## config.mk

```make
export PLATFORM = sky130hd
export DESIGN_NAME = urv_dmem_wb_bridge
export DESIGN_NICKNAME = d
export VERILOG_FILES = /design/src/rtl/urv_dmem_wb_bridge.sv
export SDC_FILE = /design/constraint.sdc
export NUM_CORES = 1
export LEC_CHECK = 0
export ABC_CLOCK_PERIOD_IN_PS = 3200
export BUFFER_PORTS_ARGS = -buffer_cell sky130_fd_sc_hd__buf_4
export CAP_MARGIN = 20
export CORE_MARGIN = 8
export CORE_UTILIZATION = 51
export DETAILED_ROUTE_END_ITERATION = 10
export PLACE_DENSITY_LB_ADDON = 0.08
export SYNTH_ARGS = -nofsm -noshare
export SYNTH_HDL_FRONTEND = slang
export SYNTH_SLANG_ARGS = --single-unit
```

## constraint.sdc

```tcl
create_clock -name clk_i -period 3.2 [get_ports clk_i]
set_input_delay 0.32 -clock clk_i [delete_from_list [all_inputs] [get_ports clk_i]]
set_output_delay 0.32 -clock clk_i [all_outputs]
set_load 0.1 [all_outputs]
```

## src/rtl/urv_dmem_wb_bridge.sv

```systemverilog
// Data-memory responder for the uRV execute stage: each load/store strobe becomes
// one pipelined Wishbone B4 master cycle, with completion, error and stall reporting.
module urv_dmem_wb_bridge #(
    parameter int unsigned g_timeout_cycles = 255,
    parameter bit          g_posted_stores  = 1'b0
) (
    input  logic        clk_i,
    input  logic        rst_n_i,
    input  logic [31:0] dm_addr_i,
    input  logic [31:0] dm_data_s_i,
    input  logic [3:0]  dm_data_select_i,
    input  logic        dm_load_i,
    input  logic        dm_store_i,
    output logic [31:0] dm_data_l_o,
    output logic        dm_load_done_o,
    output logic        dm_store_done_o,
    output logic        dm_error_o,
    output logic        dm_busy_o,
    output logic        wb_cyc_o,
    output logic        wb_stb_o,
    output logic        wb_we_o,
    output logic [31:0] wb_adr_o,
    output logic [3:0]  wb_sel_o,
    output logic [31:0] wb_dat_o,
    input  logic [31:0] wb_dat_i,
    input  logic        wb_ack_i,
    input  logic        wb_err_i,
    input  logic        wb_stall_i
);

    localparam int CNT_BITS = $clog2(64'(g_timeout_cycles) + 64'd1);
    localparam int CNT_W    = (CNT_BITS > 8) ? CNT_BITS : 8;
    localparam logic [CNT_W-1:0] TIMEOUT    = CNT_W'(g_timeout_cycles);
    localparam bit               TIMEOUT_EN = (g_timeout_cycles != 0);

    typedef enum logic [1:0] {
        ST_IDLE,
        ST_REQ,
        ST_WAIT
    } state_t;

    state_t           state;
    state_t           state_next;
    logic             start;
    logic             finish;
    logic             fail;
    logic             is_store_req;
    logic [CNT_W-1:0] count;
    logic [CNT_W-1:0] count_inc;

    // A simultaneous load and store strobe is resolved as a load.
    assign is_store_req = dm_store_i & ~dm_load_i;
    assign count_inc    = count + CNT_W'(1);
    assign dm_busy_o    = (state != ST_IDLE) | dm_load_i | (dm_store_i & ~g_posted_stores);

    always_ff @(posedge clk_i or negedge rst_n_i) begin
        if (!rst_n_i) begin
            state <= ST_IDLE;
        end else begin
            state <= state_next;
        end
    end

    always_comb begin
        state_next = state;
        start      = 1'b0;
        finish     = 1'b0;
        fail       = 1'b0;
        case (state)
            ST_IDLE: begin
                if (dm_load_i | dm_store_i) begin
                    start      = 1'b1;
                    state_next = ST_REQ;
                end
            end
            ST_REQ: begin
                if (!wb_stall_i) begin
                    if (wb_err_i) begin
                        fail = 1'b1;
                    end else if (wb_ack_i) begin
                        finish = 1'b1;
                    end else begin
                        state_next = ST_WAIT;
                    end
                end
            end
            ST_WAIT: begin
                if (wb_err_i) begin
                    fail = 1'b1;
                end else if (wb_ack_i) begin
                    finish = 1'b1;
                end else if (TIMEOUT_EN && (count_inc == TIMEOUT)) begin
                    fail = 1'b1;
                end
            end
            default: begin
                state_next = ST_IDLE;
            end
        endcase
        if (finish | fail) begin
            state_next = ST_IDLE;
        end
    end

    // Bus outputs come from the next state so cyc/stb are registered yet exact.
    always_ff @(posedge clk_i or negedge rst_n_i) begin
        if (!rst_n_i) begin
            wb_cyc_o        <= 1'b0;
            wb_stb_o        <= 1'b0;
            wb_we_o         <= 1'b0;
            wb_adr_o        <= '0;
            wb_sel_o        <= '0;
            wb_dat_o        <= '0;
            count           <= '0;
            dm_data_l_o     <= '0;
            dm_load_done_o  <= 1'b0;
            dm_store_done_o <= 1'b0;
            dm_error_o      <= 1'b0;
        end else begin
            wb_cyc_o <= (state_next != ST_IDLE);
            wb_stb_o <= (state_next == ST_REQ);
            if (start) begin
                wb_adr_o <= dm_addr_i;
                wb_sel_o <= dm_data_select_i;
                wb_dat_o <= dm_data_s_i;
                wb_we_o  <= is_store_req;
            end
            if ((state == ST_REQ) && !wb_stall_i) begin
                count <= '0;
            end else if (state == ST_WAIT) begin
                count <= count_inc;
            end
            dm_load_done_o <= (finish | fail) & ~wb_we_o;
            if ((finish | fail) & ~wb_we_o) begin
                dm_data_l_o <= fail ? '0 : wb_dat_i;
            end
            // Posted stores report at launch only; a failed non-posted store still completes.
            dm_store_done_o <= g_posted_stores ? (start & is_store_req)
                                               : ((finish | fail) & wb_we_o);
            dm_error_o <= fail;
        end
    end

endmodule

```

==> reports/results.txt <==
Hold WC Path Type: in -> reg
DR DRC count: 0
Status: finished clean
Setup TNS: 0 ns
Worst setup startpoint: state[1]$_DFF_PN0_
Vias per inst: 5.32
Post-synthesis average cell area: 12.9 um^2
Initial drt markers: 276
Initial antenna violation count: 0
Final wirelength: 13,100 um
Max_slew headroom: 49.4%
Share of cells above drive strength 1: 54.1%
Period minus WS final: 2.28 ns
Die H: 113 um
Worst hold path cell count: 2
Die area: 12,800 um^2
H-tree depth: 4
Routed length per instance: 18.3 um
Fin. Hold Viols: 0
Tcrit/Tclk final: 71.1%
Final Max Tran Viols: 0
Max Cap Viol: 0
Worst-Skew Late Latency: 0.51 ns
Core region area: 9200 um^2
Fin util: 77.2%
Worst Tran Pin Value: 0.757 ns
Synth Flop Type: dfrtp_1
Total number of vias: 3,803
Io pins: 214
Post-synth EDFFs: 0
Dpl cell area: 6500 um^2
Post-synth ARST share: 100%
Cell row count: 35
FILL cells: 609
Crit. End Element: register
Port bufs: 213
RSZ-0062 raised after global routing: false
TritonRoute pass-1 iters: 5
Min-delay src: dm_load_i
Root Buffer: clkbuf_8
TritonCTS Buffers: 17
Maximum clock rate: 0.439 GHz
Syn_nets: 486
R2r worst-path depth: 5
Final std cells w/o fill: 715
Cell variety after synth: 34
DP HPWL: 9330 um
Post-route design area: 7100 um^2
Synth warn: 0
Storage element area: 2900 um^2
Gr ovfl total: 0
Antenna Cells: 0
Crit Path Max Fanout: 47
Worst endpoint data arrival time: 2.65 ns
Synth-to-Final Area Change: 47.9%
Largest net degree at the start of global routing: 84
Die W: 113 um
Clock-pin slew on the worst setup and hold paths: 0.06 ns
Vias in the first global route: 3,978
CTS tree: built
Setup crit start kind: register
CP max stage cell: buf_4
Synthesized flop and latch total: 116
Worst EP required: 3.58 ns
Net count reported at finish: 705
Multi-input logic area: 1790 um^2
Starting Density: 52.2%
GP Congestion: 0.803
Clock sinks: 116
Critical R2R Launch: state[1]$_DFF_PN0_
Setup Crit Path Kind: reg -> reg
First-pass GRT wire length: 20,700 um
Synth Instances: 372
Post-Syn Area: 4800 um^2
Highest cell delay on the worst timing path: 0.61 ns
Post-Place Cells: 681
CP Cell Sequence: inv_1, ha_1, o21ai_4, buf_4, mux2_2
Antenna viol nets, final: 0
Total track usage: 20.3%
Final Skew: 0.00877 ns
Final setup vio count: 0
Post-CTS Resized: 0
Maximum clock path buffer count: 2
Seq/Total Area, Yosys: 60.5%
-- through the flow --
step / hold slack (ns) / worst slack, ns
after floorplan: 0.0244 / 1.30
after global placement: 0.489 / 0.980
after detailed placement: 0.494 / 0.913
after CTS: 0.00174 / 0.899
after global routing: 0.0188 / 0.760
final: 0.0295 / 0.925
-- routing by layer --
metal  vias up  GRT usage [%]  routed length, um
li1       1775              -                  -
met1      1829           22.8               4810
met2       179           32.7               6520
met3        20           9.74               1470
met4         0           8.26                297
met5         -              0                  0
-- cells in the mapped netlist, types with 2 or more instances --
| master | number | area, um^2 |
|---|---|---|
| o22ai_1 | 2 | 12.5 |
| buf_2 | 4 | 20.0 |
| nand2_1 | 39 | 146 |
| nor4bb_1 | 2 | 20.0 |
| nand4_1 | 3 | 18.8 |
| a22oi_1 | 32 | 240 |
| nor3_1 | 2 | 10.0 |
| xor2_1 | 4 | 35.0 |
| o21ai_1 | 2 | 10.0 |
| dfrtp_1 | 116 | 2900 |
| a21oi_1 | 4 | 20.0 |
| buf_6 | 3 | 33.8 |
| nor2_1 | 7 | 26.3 |
| a211oi_1 | 2 | 15.0 |
| xnor2_1 | 3 | 26.3 |
| o21ai_0 | 33 | 165 |
| or3_1 | 2 | 12.5 |
| nand2b_1 | 2 | 12.5 |
| clkbuf_1 | 12 | 45.0 |
| mux2_2 | 68 | 766 |
| nor2b_1 | 4 | 25.0 |
| buf_1 | 3 | 11.3 |
| ha_1 | 7 | 87.6 |
| o21a_1 | 3 | 22.5 |
| inv_1 | 4 | 15.0 |
-- worst paths after layout --
path | to | slack (ns)
min in group asynchronous | dm_data_l_o[10]$_DFFE_PN0P_ | 0.31
max reg2reg | wb_dat_o[24]$_DFFE_PN0P_ | 0.92
max | wb_dat_o[24]$_DFFE_PN0P_ | 0.92
max in group asynchronous | wb_adr_o[28]$_DFFE_PN0P_ | 1.96
min | wb_we_o$_DFFE_PN0P_ | 0.03
min reg2reg | wb_dat_o[6]$_DFFE_PN0P_ | 0.51
-- sequential cells by signal, summed over array words and instances, names as in the netlist, 2 cells and up --
name	cells
count	8
dm_data_l_o	32
wb_dat_o	32
state	2
wb_adr_o	32
wb_sel_o	4
-- critical path, delay by kind of cell, from the launching register on --
kind	cells	cell delay, ns
compound gates	1	0.31
fa+ha+maj	1	0.28
buf+inv	2	0.69
flops	1	0.43
mux	1	0.41
-- placed cells by master (no fill, tap or decap), types with 3 or more instances in the layout --
cell,netlist,layout
a22oi_1,32,32
clkinv_4,0,5
nand2_1,39,39
dfrtp_1,116,116
nor2b_1,4,4
inv_1,4,4
o21ai_0,33,33
a21oi_1,4,4
nor2_1,7,7
nand4_1,3,3
inv_6,0,5
mux2_2,68,68
buf_4,0,220
o21a_1,3,3
xnor2_1,3,3
ha_1,7,7
clkbuf_16,0,16
xor2_1,4,4
-- cell type report --
cell class                 instances  share of cell area [%]
inverter                           4                   0.212
sequential                       116                    40.9
timing repair buffer             222                    23.8
tap                              111                    1.96
multi-input combinational        230                    25.2
clock buffer                      17                    5.83
clock inverter                    15                    2.10
-- cells by family (layout without fill, tap and decap cells) --
kind of cell               count (synthesis)  count (layout)  synth area share [%]
DFF                                      116             116                  60.5
AOI/OAI and AO/OA                         82              82                  11.1
muxes                                     69              69                  16.2
and+or+nand+nor                           65              65                  6.54
buffers and inverters                     26             258                  2.61
adders and majority gates                  7               7                  1.82
xor gates and xnor gates                   7               7                  1.28
-- what timing repair did --
item / CTS / global route
hold buffers: 0 / 1
endpoints found under the hold margin: 0 / 32
setup buffers: 0 / 0
Power is not shown: default switching activity piles up to over one toggle a cycle in this logic, so the estimate is an artifact.
